<file path="config.mk">
export PLATFORM = sky130hd
export DESIGN_NAME = irq_key_event_gen_flat
export DESIGN_NICKNAME = d
export VERILOG_FILES = /design/src/rtl/irq_key_event_gen_if.sv /design/src/rtl/irq_key_event_gen.sv /design/src/flat_wrapper.sv
export SDC_FILE = /design/constraint.sdc
export NUM_CORES = 1
export LEC_CHECK = 0
export ABC_AREA = 0
export CORE_ASPECT_RATIO = 1.2
export CORE_MARGIN = 8
export CORE_UTILIZATION = 25
export CTS_CLUSTER_DIAMETER = 30
export DETAILED_ROUTE_END_ITERATION = 10
export GPL_ROUTABILITY_DRIVEN = 0
export GPL_TIMING_DRIVEN = 0
export PLACE_DENSITY = 0.43
export REMOVE_ABC_BUFFERS = 1
export SKIP_CTS_REPAIR_TIMING = 1
export SLEW_MARGIN = 10
export SYNTH_ARGS = -nofsm -noshare
export SYNTH_HDL_FRONTEND = slang
export SYNTH_SLANG_ARGS = --single-unit
</file>
<file path="constraint.sdc">
create_clock -name clk_clk -period 3.68 [get_ports clk_clk]
set_input_delay 0.736 -clock clk_clk [delete_from_list [all_inputs] [get_ports clk_clk]]
set_output_delay 0.736 -clock clk_clk [all_outputs]
set_load 0.05 [all_outputs]
</file>
<file path="src/rtl/irq_key_event_gen_if.sv">
// Bus bundle between the key/interrupt block and whoever drives it.
// The master side drives the key, mask and ack inputs. The slave side (the
// interrupt generator) drives the interrupt vector and the status outputs.
interface irq_key_event_gen_if #(
    parameter int NUM_CH = 4
);
    logic [NUM_CH-1:0] key_n;
    logic [NUM_CH-1:0] mask;
    logic [NUM_CH-1:0] irq_ack;
    logic [NUM_CH-1:0] irq_vec_n;
    logic [NUM_CH-1:0] pending;
    logic [NUM_CH-1:0] overrun;
    logic [NUM_CH-1:0] key_level;
    logic [15:0]       event_count;

    modport master (
        output key_n,
        output mask,
        output irq_ack,
        input  irq_vec_n,
        input  pending,
        input  overrun,
        input  key_level,
        input  event_count
    );

    modport slave (
        input  key_n,
        input  mask,
        input  irq_ack,
        output irq_vec_n,
        output pending,
        output overrun,
        output key_level,
        output event_count
    );
endinterface

</file>
<file path="src/rtl/irq_key_event_gen.sv">
// Push-button interrupt source for the HPS active-low input conduit.
// Each raw active-low key is synchronised and debounced. A debounced press
// latches a pending flag, which is driven low-active to the HPS until
// software acknowledges it. The block also keeps a sticky overrun flag per
// channel and a global press counter.
module irq_key_event_gen #(
    parameter int NUM_CH          = 4,
    parameter int DEBOUNCE_CYCLES = 500000,
    parameter int CNT_W           = 20
) (
    input  logic               clk_clk,
    input  logic               reset_reset_n,
    irq_key_event_gen_if.slave bus
);

    // Terminal count. Once the counter reaches this value with the level
    // still differing, DEBOUNCE_CYCLES consecutive differing samples have
    // been seen.
    localparam logic [CNT_W-1:0] DB_LAST = CNT_W'(DEBOUNCE_CYCLES - 1);

    logic [NUM_CH-1:0] sync_meta_q;
    logic [NUM_CH-1:0] sync_q;
    logic [CNT_W-1:0]  db_cnt_q [NUM_CH];
    logic [NUM_CH-1:0] key_level_q;
    logic [NUM_CH-1:0] kl_d_q;
    logic [NUM_CH-1:0] pending_q;
    logic [NUM_CH-1:0] overrun_q;
    logic [NUM_CH-1:0] irq_vec_n_q;
    logic [15:0]       event_count_q;

    logic [NUM_CH-1:0] press;
    logic [NUM_CH-1:0] set_req;
    logic [NUM_CH-1:0] pending_next;
    logic [NUM_CH-1:0] overrun_next;
    logic [15:0]       press_cnt;

    // Two-flop synchroniser on the raw keys. Keys idle high (released).
    always_ff @(posedge clk_clk or negedge reset_reset_n) begin
        if (!reset_reset_n) begin
            sync_meta_q <= '1;
            sync_q      <= '1;
        end else begin
            sync_meta_q <= bus.key_n;
            sync_q      <= sync_meta_q;
        end
    end

    // Per-channel debounce. A new level is accepted only after it has held
    // for DEBOUNCE_CYCLES synchronised samples.
    always_ff @(posedge clk_clk or negedge reset_reset_n) begin
        if (!reset_reset_n) begin
            for (int i = 0; i < NUM_CH; i++) begin
                db_cnt_q[i] <= '0;
            end
            key_level_q <= '1;
        end else begin
            for (int i = 0; i < NUM_CH; i++) begin
                if (sync_q[i] == key_level_q[i]) begin
                    db_cnt_q[i] <= '0;
                end else if (db_cnt_q[i] == DB_LAST) begin
                    key_level_q[i] <= sync_q[i];
                    db_cnt_q[i]    <= '0;
                end else begin
                    db_cnt_q[i] <= db_cnt_q[i] + CNT_W'(1);
                end
            end
        end
    end

    // Delayed copy of the debounced level, used for falling-edge (press) detection.
    always_ff @(posedge clk_clk or negedge reset_reset_n) begin
        if (!reset_reset_n) begin
            kl_d_q <= '1;
        end else begin
            kl_d_q <= key_level_q;
        end
    end

    // Press events and the next-state terms for pending and overrun.
    // A set in the same cycle as an ack wins, so no press is ever lost.
    always_comb begin
        press        = kl_d_q & ~key_level_q;
        set_req      = press & bus.mask;
        pending_next = set_req | (pending_q & ~bus.irq_ack);
        overrun_next = (set_req & pending_q) | (overrun_q & ~bus.irq_ack);
    end

    // Count the presses in this cycle, masked channels included.
    always_comb begin
        press_cnt = '0;
        for (int i = 0; i < NUM_CH; i++) begin
            press_cnt = press_cnt + 16'(press[i]);
        end
    end

    // Interrupt state. The vector gets its own register so the conduit is
    // driven straight from a flop.
    always_ff @(posedge clk_clk or negedge reset_reset_n) begin
        if (!reset_reset_n) begin
            pending_q   <= '0;
            overrun_q   <= '0;
            irq_vec_n_q <= '1;
        end else begin
            pending_q   <= pending_next;
            overrun_q   <= overrun_next;
            irq_vec_n_q <= ~pending_next;
        end
    end

    // Global press counter. It wraps naturally modulo 2^16.
    always_ff @(posedge clk_clk or negedge reset_reset_n) begin
        if (!reset_reset_n) begin
            event_count_q <= '0;
        end else begin
            event_count_q <= event_count_q + press_cnt;
        end
    end

    assign bus.irq_vec_n   = irq_vec_n_q;
    assign bus.pending     = pending_q;
    assign bus.overrun     = overrun_q;
    assign bus.key_level   = key_level_q;
    assign bus.event_count = event_count_q;

endmodule

</file>
<file path="src/flat_wrapper.sv">
// flat-port wrapper written by rule: the top's interface ports become plain ports
module irq_key_event_gen_flat 
#(
    parameter int NUM_CH          = 4,
    parameter int DEBOUNCE_CYCLES = 500000,
    parameter int CNT_W           = 20
)
  (clk_clk, reset_reset_n, bus_key_n, bus_mask, bus_irq_ack, bus_irq_vec_n, bus_pending, bus_overrun, bus_key_level, bus_event_count);
  irq_key_event_gen_if #(.NUM_CH(NUM_CH)) bus_i ();
  input  logic clk_clk;
  input  logic reset_reset_n;
  input wire logic [$bits(bus_i.key_n)-1:0] bus_key_n;
  input wire logic [$bits(bus_i.mask)-1:0] bus_mask;
  input wire logic [$bits(bus_i.irq_ack)-1:0] bus_irq_ack;
  output wire logic [$bits(bus_i.irq_vec_n)-1:0] bus_irq_vec_n;
  output wire logic [$bits(bus_i.pending)-1:0] bus_pending;
  output wire logic [$bits(bus_i.overrun)-1:0] bus_overrun;
  output wire logic [$bits(bus_i.key_level)-1:0] bus_key_level;
  output wire logic [$bits(bus_i.event_count)-1:0] bus_event_count;
  assign bus_i.key_n = bus_key_n;
  assign bus_i.mask = bus_mask;
  assign bus_i.irq_ack = bus_irq_ack;
  assign bus_irq_vec_n = bus_i.irq_vec_n;
  assign bus_pending = bus_i.pending;
  assign bus_overrun = bus_i.overrun;
  assign bus_key_level = bus_i.key_level;
  assign bus_event_count = bus_i.event_count;
  irq_key_event_gen #(.NUM_CH(NUM_CH), .DEBOUNCE_CYCLES(DEBOUNCE_CYCLES), .CNT_W(CNT_W)) u_core (.clk_clk(clk_clk), .reset_reset_n(reset_reset_n), .bus(bus_i));
endmodule
</file>
==> reports/results.tsv, run 1 <==
stage	metric	value	unit
yosys	Syn Inst Count	531	
status	status	complete, no violations	
yosys	most used flip-flop cell after synthesis	dfrtp_1	
final_layout	diodes inserted	0	
floorplanning	area of the core region	0.0230	mm²
sta	sum of negative setup slack	0	ns
detailed_routing	Detailed Route Iter0 Violations	183	
yosys	top-area cell type share of the netlist area	45.0	%
run	max_cap viols	0	
yosys	post-synthesis instance area	0.00579	mm²
final_layout	fraction of layout cells with a size suffix above 1	12.3	%
sta	unrepaired setup endpoints after global routing	no	
critical_path	endpoint kind of the worst setup timing path	register	
sta	Fin Hold WS	0.258	ns
critical_path	crit-path max cell delay	0.50	ns
critical_path	startpoint-to-endpoint class of the critical path	reg -> reg	
yosys	most instantiated library cell after synthesis	dfrtp_1	
yosys	average instance area after synthesis	10.9	µm²
sta	post-route minimum period	2.98	ns
sta	achievable clock frequency	335	MHz
floorplanning	vertical die dimension	183	µm
detailed_routing	routed wirelength normalized by instance count	13.3	µm
detailed_routing	top sig layer	met4	
detailed_routing	remaining antenna violation count	0	
detailed_routing	number of search-and-repair iterations in the first detailed-routing pass	4	
floorplanning	initial core utilization	25.2	%
global_routing	via count of the first global-routing pass	4183	
place	placed wire-length estimate after detailed placement	8.14	mm
yosys	Compound-Gate Fraction of Synth Area	4.71	%
critical_path	worst-path maximum fanout	5	
sta	Final period util	81.1	%
critical_path	Worst EP arrival	3.28	ns
detailed_routing	routed vias	4055	
clocking	number of sinks driven by the clock tree	124	
global_routing	grt ovf	0	
global_routing	number of antenna violations at the first check in global routing	0	
pwr	Power Total	3.28	mW
place	cell area reported after detailed placement	0.00660	mm²
final_layout	filler cell count	2332	
yosys	multiplexer fraction of the synthesized cell area	1.12	%
sta	final count of pins violating max slew	0	
yosys	Distinct cells, synth	43	
detailed_routing	metal3 WL	730	µm
floorplanning	Die Footprint	0.0283	mm²
clocking	H-tree level count	4	
final_layout	fin nets	612	
place	number of cells in the design after placement	883	
sta	transition time at the pin with the least slew margin	0.852	ns
critical_path	Max stage delay cell, worst path	dfstp_2	
clocking	number of buffers added by the clock tree synthesis step	17	
global_routing	wire length of the first global-routing pass	21.1	mm
yosys	area fraction in and, or, nand and nor cells after synthesis	23.5	%
yosys	number of flops mapped to enable cells by yosys	0	
yosys	post-synthesis adder-cell area fraction	2.64	%
yosys	xor/xnor cell area share of the yosys netlist	11.5	%
critical_path	cell breakdown of the critical path	nor2b_1 > ha_1 > fa_1 > ha_1 > fa_1 > a21o_1 > nand2b_1 > nor3_1 > xor2_1	
detailed_routing	drt total wl	12.1	mm
pwr	largest voltage drop on the vdd net	0.327	mV
critical_path	cell family with the largest share of critical-path delay	adder cells	
global_routing	Global Route Usage Sum	9.23	%
sta	final clock skew	0.00699	ns
detailed_routing	Post-Route M1 WL	5.59	mm
final_layout	synthesis-to-layout area growth	25.1	%
yosys	Async S/R FF share, synth	100	%
critical_path	count of buffering cells on the critical path with inverters included	0	
pwr	power per cell area	453	mW/mm²
pwr	LEAKAGE	3.00	nW
clocking	clock network latency to the later pin of the worst-skew pair	0.42	ns
final_layout	final instance count without filler cells	915	
sta	setup violation total in the final timing report	0	
yosys	sequential area share after synthesis	54.0	%
global_routing	maximum number of pins on one net before global-route repair	74	
clocking	clock buffer depth	2	
place	Port-buffer cells	45	
sta	Hold Fails Final Rpt	0	
yosys	largest area contributor in the synthesized netlist	dfrtp_1	
floorplanning	DIE WIDTH	155	µm
clocking	clock transition at the register clock pins on the worst setup and hold paths after CTS	0.06	ns
clocking	Root Buffer Master	clkbuf_16	
final_layout	Layout Cell Area excl Fill	0.00724	mm²
yosys	leading post-synthesis cells by instance count	dfrtp_1, nor2_1, xnor2_1	
floorplanning	standard-cell rows	61	
detailed_routing	routed wire length on met2	5.60	mm
yosys	main combinational cell family by area after synthesis	simple AND/OR/NAND/NOR gates	
critical_path	data required time of the worst path	3.97	ns
critical_path	crit start category	register	
yosys	synth warn	0	
yosys	top area cells in the synthesized netlist	dfrtp_1, dfstp_2, xnor2_1	
floorplanning	Top-Level Pins	46	
detailed_routing	Via density	4.43	
clocking	clock tree from TritonCTS	yes	
detailed_routing	# DRC	0	
worst_hold_path	worst hold path type	in -> async	
yosys	total of flip-flops plus latches after synthesis	124	
sta	headroom to the max-slew limit	43.2	%
## cell families (layout without fill, tap and decap cells)
group           after synthesis  count (layout)
simple gates                244             244
flops                       124             124
xor+xnor                     76              76
compound gates               41              41
buf+inv                      29              98
fa+ha+maj                    11              11
mux                           6               6
## placed cells by master (no fill, tap or decap), drive strengths merged, types with 4 or more instances in the layout
master | Yosys | layout
dfrtp | 104 | 104
nor2 | 75 | 75
clkdlybuf4s50 | 0 | 44
xnor2 | 43 | 43
xor2 | 33 | 33
nand2 | 29 | 29
nand4 | 27 | 27
nand3 | 25 | 25
inv | 20 | 22
nor3 | 21 | 21
dfstp | 20 | 20
nor4 | 19 | 19
clkbuf | 3 | 19
a21oi | 13 | 13
or3 | 12 | 12
o21ai | 10 | 10
ha | 9 | 9
or4 | 8 | 8
a21o | 7 | 7
clkinv | 0 | 6
and4 | 5 | 5
nor2b | 4 | 4
nor4bb | 4 | 4
or4b | 4 | 4
and2 | 4 | 4
a22o | 4 | 4
mux2 | 4 | 4
bufinv | 0 | 4
o31ai | 4 | 4
## layout make-up
type	count	area, µm²	area share [%]
Timing Repair Buffer	46	479	6.61
Sequential cell	124	3130	43.2
Multi-Input combinational cell	378	2530	35.0
Inverter	20	75.1	1.04
Clock inverter	13	190	2.63
Clock buffer	19	443	6.11
Tap cell	315	394	5.44
## where the power goes
part	internal, mW	switching, mW
Clock	1.16	0.639
Sequential	1.38	0.0157
Combinational	0.0289	0.0545
## stage by stage
| step | util, % | setup slack, ns |
|---|---|---|
| floorplan | - | 0.819 |
| CTS | 31.5 | 0.664 |
| finish | 31.5 | 0.696 |
| detailed placement | 28.7 | 0.687 |
| global placement | 28.6 | -3.23 |
| global route | 31.5 | 0.502 |
## sequential cells by signal, indices dropped and copies added (netlist names)
| signal | count |
|---|---|
| u_core.sync_meta_q | 4 |
| u_core.sync_q | 4 |
| u_core.bus.irq_vec_n | 4 |
| u_core.bus.event_count | 16 |
| u_core.db_cnt_q | 80 |
| u_core.bus.overrun | 4 |
| u_core.bus.pending | 4 |
| u_core.bus.key_level | 4 |
| u_core.kl_d_q | 4 |
## layer usage
layer  GRT usage (%)  vias up
met1            11.1     1984
met3            3.27       14
met5               0        -
met2            14.7       76
li1                -     1981
met4            3.89        0
## path summary, 6_finish.rpt
path,from,cells after the start,endpoint,slack [ns]
max,u_core.kl_d_q[1]$_DFF_PN1_,9,u_core.bus.event_count[14]$_DFF_PN0_,0.70
max in group asynchronous,reset_reset_n,2,u_core.bus.irq_vec_n[0]$_DFF_PN1_,2.65
min in group clk_clk,u_core.sync_meta_q[0]$_DFF_PN1_,0,u_core.sync_q[0]$_DFF_PN1_,0.35
max reg2reg,u_core.kl_d_q[1]$_DFF_PN1_,9,u_core.bus.event_count[14]$_DFF_PN0_,0.70
min reg2reg,u_core.sync_meta_q[0]$_DFF_PN1_,0,u_core.sync_q[0]$_DFF_PN1_,0.35
min,reset_reset_n,1,u_core.db_cnt_q[3]$_DFF_PN0_,0.26
Power figures use the tool's default switching activity.
==> run 2: changes to the inputs <==
Clock period 3.68 ns to 2.8 ns, I/O delays scaled along.
==> run 2 against run 1 <==
  * Final cell count up 0.33%
  * Setup slack worse by 0.55 ns
  * Clock skew up 0.0033 ns
  * Global-route usage unchanged
  * Critical endpoint unchanged
==> reports/results.tsv, run 2 (same netlist as run 1, synthesis figures left out) <==
stage	metric	value	unit
final_layout	final instance count without filler cells	918	
critical_path	Max stage delay cell, worst path	dfstp_2	
global_routing	grt ovf	0	
sta	post-route minimum period	2.66	ns
place	placed wire-length estimate after detailed placement	8.14	mm
critical_path	count of buffering cells on the critical path with inverters included	0	
critical_path	cell breakdown of the critical path	nor2b_1 > ha_1 > fa_1 > ha_2 > fa_2 > a21o_1 > nand2b_4 > nor3_2 > xor2_1	
sta	unrepaired setup endpoints after global routing	yes	
critical_path	Worst EP arrival	2.95	ns
clocking	clock network latency to the later pin of the worst-skew pair	0.42	ns
final_layout	multi-input gate area in the final layout	0.00259	mm²
pwr	LEAKAGE	3.03	nW
critical_path	crit-path max cell delay	0.58	ns
critical_path	crit start category	register	
final_layout	leading cell types in the layout, fill and taps excluded	dfrtp_1, nor2_1, clkdlybuf4s50_1	
floorplanning	Top-Level Pins	46	
sta	achievable clock frequency	376	MHz
critical_path	worst setup slack for register-to-register paths	0.14	ns
clocking	Root Buffer Master	clkbuf_16	
final_layout	area taken by flip-flops and latches	0.00313	mm²
run	max_cap viols	0	
final_layout	Layout Cell Area excl Fill	0.00732	mm²
sta	Hold Fails Final Rpt	0	
detailed_routing	Detailed Route Iter0 Violations	178	
clocking	clock transition at the register clock pins on the worst setup and hold paths after CTS	0.06	ns
sta	final clock skew	0.0103	ns
sta	setup violation total in the final timing report	0	
detailed_routing	routed wirelength normalized by instance count	13.2	µm
floorplanning	Die Footprint	0.0283	mm²
floorplanning	DIE WIDTH	155	µm
detailed_routing	# DRC	0	
sta	Final period util	95.0	%
critical_path	reg2reg path depth	9	
clocking	number of buffers added by the clock tree synthesis step	17	
clocking	clock buffer depth	2	
sta	headroom to the max-slew limit	47.1	%
floorplanning	vertical die dimension	183	µm
place	Port-buffer cells	45	
sta	sum of negative setup slack	0	ns
floorplanning	area of the core region	0.0230	mm²
floorplanning	initial core utilization	25.2	%
detailed_routing	Via density	4.44	
pwr	largest voltage drop on the vdd net	0.428	mV
final_layout	synthesis-to-layout area growth	26.4	%
detailed_routing	remaining antenna violation count	0	
critical_path	data required time of the worst path	3.09	ns
detailed_routing	drt total wl	12.2	mm
sta	final count of pins violating max slew	0	
floorplanning	standard-cell rows	61	
global_routing	maximum number of pins on one net before global-route repair	74	
final_layout	Biggest register	u_core.db_cnt_q	
final_layout	most frequent standard cell in the layout excluding fill and tap cells	dfrtp_1	
critical_path	startpoint-to-endpoint class of the critical path	reg -> reg	
critical_path	source of the worst register-to-register timing path	u_core.bus.key_level[0]$_DFFE_PN1P_	
detailed_routing	routed vias	4072	
critical_path	endpoint kind of the worst setup timing path	register	
place	number of cells in the design after placement	883	
critical_path	endpoint of the lowest-slack register-to-register path	u_core.bus.event_count[14]$_DFF_PN0_	
pwr	power per cell area	589	mW/mm²
clocking	H-tree level count	4	
clocking	clock tree from TritonCTS	yes	
global_routing	number of antenna violations at the first check in global routing	0	
final_layout	flip-flop count of the largest register after layout	80	
final_layout	share of the core filled with cells in the final layout	31.9	%
status	status	complete, no violations	
detailed_routing	number of search-and-repair iterations in the first detailed-routing pass	4	
final_layout	fraction of layout cells with a size suffix above 1	13.9	%
worst_hold_path	worst hold path type	in -> async	
critical_path	cell family with the largest share of critical-path delay	adder cells	
final_layout	diodes inserted	0	
final_layout	fin nets	615	
sta	transition time at the pin with the least slew margin	0.794	ns
final_layout	filler cell count	2321	
global_routing	Global Route Usage Sum	9.23	%
critical_path	worst-path maximum fanout	5	
clocking	number of sinks driven by the clock tree	124	
place	cell area reported after detailed placement	0.00660	mm²
global_routing	wire length of the first global-routing pass	21.1	mm
global_routing	via count of the first global-routing pass	4183	
run 2: cell types whose count changed in the layout (fill, tap and decap cells not counted), sizes merged:
cell,delta
buf,+3
run 2: how the worst max path moves through the flow:
stage | startpoint | slack (ns) | endpoint | cells past startpoint
2_1_floorplan | u_core.bus.key_level[0]$_DFFE_PN1P_ | -0.06 | u_core.bus.event_count[14]$_DFF_PN0_ | 9
3_3_place_gp | reset_reset_n | -3.94 | u_core.db_cnt_q[75]$_DFF_PN0_ | 1
3_5_place_dp | u_core.kl_d_q[1]$_DFF_PN1_ | -0.19 | u_core.bus.event_count[14]$_DFF_PN0_ | 9
4_1_cts | u_core.kl_d_q[1]$_DFF_PN1_ | -0.22 | u_core.bus.event_count[14]$_DFF_PN0_ | 9
5_1_grt | u_core.bus.key_level[0]$_DFFE_PN1P_ | -0.003 | u_core.bus.event_count[9]$_DFF_PN0_ | 8
6_report | u_core.bus.key_level[0]$_DFFE_PN1P_ | 0.14 | u_core.bus.event_count[14]$_DFF_PN0_ | 9
run 2: routing by layer:
metal / routed length [µm] / track usage, % / vias up
met3: 690 / 3.27 / 13
met4: 199 / 3.89 / 0
met2: 5650 / 14.7 / 73
li1: - / - / 1990
met1: 5610 / 11.1 / 1996
met5: 0 / 0 / -
run 2: through the flow:
step                      setup slack [ns]  hold slack, ns  power, mW
after floorplan                    -0.0611           0.264       1.90
after global placement               -3.94           0.347       1.98
after detailed placement            -0.193           0.347       1.98
after CTS                           -0.216          0.0974       4.39
after global routing              -0.00318           0.115       4.47
final                                0.141          0.0809       4.31
run 2: area by class of cell:
cell class	instances	area share (%)
clock buffers	19	6.05
clock inverters	13	2.60
repair buffers	49	6.85
well taps	315	5.38
flip-flops and latches	124	42.7
inverters	20	1.03
multi-input cells	378	35.4
run 2: report_power, final:
| group | leakage [nW] | switching (mW) | internal [mW] |
|---|---|---|---|
| Sequential | 1.65 | 0.0207 | 1.82 |
| Combinational | 1.07 | 0.0722 | 0.0387 |
| Clock | 0.308 | 0.839 | 1.52 |
==> run 3: changes to the inputs <==
Settings changed: CTS_BUF_LIST set to sky130_fd_sc_hd__clkbuf_4 sky130_fd_sc_hd__clkbuf_8.
==> run 3 against run 2 <==
  * Clock power decreased by 25%
  * Core utilization decreased by 0.79 points
  * Clock-buffer cell count unchanged
  * Die area unchanged
  * Hold slack got worse by 0.032 ns
  * Final area decreased by 2.5%
  * Register-to-register slack about the same
  * Setup slack about the same
  * Flip-flop and latch count unchanged
  * Fmax about the same
  * Clock skew decreased by 0.0010 ns
  * Critical path type unchanged
  * Largest power group is now sequential cells
==> reports/results.tsv, run 3 (same netlist as run 1, synthesis figures left out) <==
stage	metric	value	unit
final_layout	flip-flop count of the largest register after layout	80	
pwr	power per cell area	521	mW/mm²
sta	achievable clock frequency	376	MHz
critical_path	worst-path maximum fanout	5	
final_layout	Biggest register	u_core.db_cnt_q	
final_layout	diodes inserted	0	
critical_path	data required time of the worst path	3.12	ns
global_routing	via count of the first global-routing pass	4172	
critical_path	crit-path max cell delay	0.59	ns
floorplanning	Die Footprint	0.0283	mm²
final_layout	leading cell types in the layout, fill and taps excluded	dfrtp_1, nor2_1, clkdlybuf4s50_1	
critical_path	endpoint kind of the worst setup timing path	register	
critical_path	crit start category	register	
detailed_routing	remaining antenna violation count	0	
sta	final count of pins violating max slew	0	
detailed_routing	Detailed Route Iter0 Violations	192	
global_routing	grt ovf	0	
detailed_routing	routed wirelength normalized by instance count	13.2	µm
place	Worst Setup Slack post-DPL	-0.193	ns
critical_path	Worst EP arrival	2.98	ns
status	status	complete, no violations	
critical_path	Max stage delay cell, worst path	dfstp_2	
sta	Fin Hold WS	0.0486	ns
sta	Final period util	95.0	%
detailed_routing	drt total wl	12.1	mm
clocking	clock tree from TritonCTS	yes	
sta	setup violation total in the final timing report	0	
final_layout	synthesis-to-layout area growth	23.3	%
sta	headroom to the max-slew limit	47.5	%
place	Port-buffer cells	45	
clocking	number of buffers added by the clock tree synthesis step	17	
clocking	H-tree level count	4	
detailed_routing	number of search-and-repair iterations in the first detailed-routing pass	4	
sta	final clock skew	0.00931	ns
floorplanning	standard-cell rows	61	
floorplanning	initial core utilization	25.2	%
detailed_routing	routed vias	4067	
global_routing	number of antenna violations at the first check in global routing	0	
floorplanning	DIE WIDTH	155	µm
sta	unrepaired setup endpoints after global routing	no	
detailed_routing	Via density	4.43	
clocking	number of sinks driven by the clock tree	124	
worst_hold_path	worst hold path type	in -> async	
critical_path	cell breakdown of the critical path	nor2b_1 > ha_1 > fa_1 > ha_2 > fa_2 > a21o_1 > nand2b_4 > nor3_2 > xor2_1	
floorplanning	vertical die dimension	183	µm
place	placed wire-length estimate after detailed placement	8.14	mm
clocking	clock transition at the register clock pins on the worst setup and hold paths after CTS	0.08	ns
sta	post-route minimum period	2.66	ns
critical_path	reg2reg path depth	9	
floorplanning	area of the core region	0.0230	mm²
final_layout	share of the core filled with cells in the final layout	31.1	%
final_layout	most frequent standard cell in the layout excluding fill and tap cells	dfrtp_1	
global_routing	Global Route Usage Sum	9.19	%
global_routing	maximum number of pins on one net before global-route repair	74	
clocking	clock buffer depth	2	
clocking	Root Buffer Master	clkbuf_8	
global_routing	wire length of the first global-routing pass	21.0	mm
floorplanning	Top-Level Pins	46	
detailed_routing	# DRC	0	
pwr	LEAKAGE	2.94	nW
final_layout	fin nets	615	
sta	transition time at the pin with the least slew margin	0.788	ns
sta	Hold Fails Final Rpt	0	
final_layout	fraction of layout cells with a size suffix above 1	14.3	%
run	max_cap viols	0	
clocking	clock network latency to the later pin of the worst-skew pair	0.44	ns
critical_path	startpoint-to-endpoint class of the critical path	reg -> reg	
pwr	largest voltage drop on the vdd net	0.282	mV
sta	Final Worst Setup Slack	0.141	ns
## run 3: cell count changes in the layout (fill, tap and decap cells not counted)
cell       change
clkbuf_1       -1
nor4b_1        -1
nor4b_2        +1
clkbuf_16     -17
clkbuf_4       +1
clkbuf_8      +17
## run 3: metrics by stage
step           area (µm²)  power (mW)  cells  TNS (ns)
5_1_grt              7140        3.88    918         0
3_5_place_dp         6600        1.98    883     -1.72
6_report             7140        3.72    918         0
3_3_place_gp         6570        1.98    882   -456.32
2_1_floorplan        5720        1.90    522    -0.206
4_1_cts              7050        3.80    915     -1.94
## run 3: worst paths after layout
path | from | endpoint | slack [ns]
worst min-delay path | reset_reset_n | u_core.db_cnt_q[3]$_DFF_PN0_ | 0.05
min in group clk_clk | u_core.sync_meta_q[0]$_DFF_PN1_ | u_core.sync_q[0]$_DFF_PN1_ | 0.35
max in group asynchronous | reset_reset_n | u_core.bus.key_level[1]$_DFFE_PN1P_ | 1.97
worst min register to register | u_core.sync_meta_q[0]$_DFF_PN1_ | u_core.sync_q[0]$_DFF_PN1_ | 0.35
worst max-delay path | u_core.bus.key_level[0]$_DFFE_PN1P_ | u_core.bus.event_count[14]$_DFF_PN0_ | 0.14
worst max register to register | u_core.bus.key_level[0]$_DFFE_PN1P_ | u_core.bus.event_count[14]$_DFF_PN0_ | 0.14
## run 3: worst max-delay path, delay by kind of cell (launching register included)
kind                     cells  cell delay, ns
XOR/XNOR                     1            0.14
flip-flops                   1            0.59
adder cells (fa/ha/maj)      4            1.34
AO/OA/AOI/OAI                1            0.21
AND/OR/NAND/NOR              3            0.25
## run 3: layout make-up
cell class / count / area (µm²)
well taps: 315 / 394
inverters: 20 / 75.1
clock buffers: 19 / 255
multi-input cells: 378 / 2590
repair buffers: 49 / 502
fillers: 2349 / 15800
clock inverters: 13 / 190
flip-flops and latches: 124 / 3130
## run 3: metal layers
metal / GRT usage, % / wire [µm]
met5: 0 / 0
met4: 4.00 / 210
met3: 3.12 / 679
met2: 14.7 / 5580
met1: 11.0 / 5630
## run 3: report_power, final
group	internal [mW]	switching, mW	total (mW)
combinational	0.0387	0.0719	0.111
clock	1.01	0.764	1.78
sequential	1.82	0.0206	1.84
total	2.87	0.857	3.72
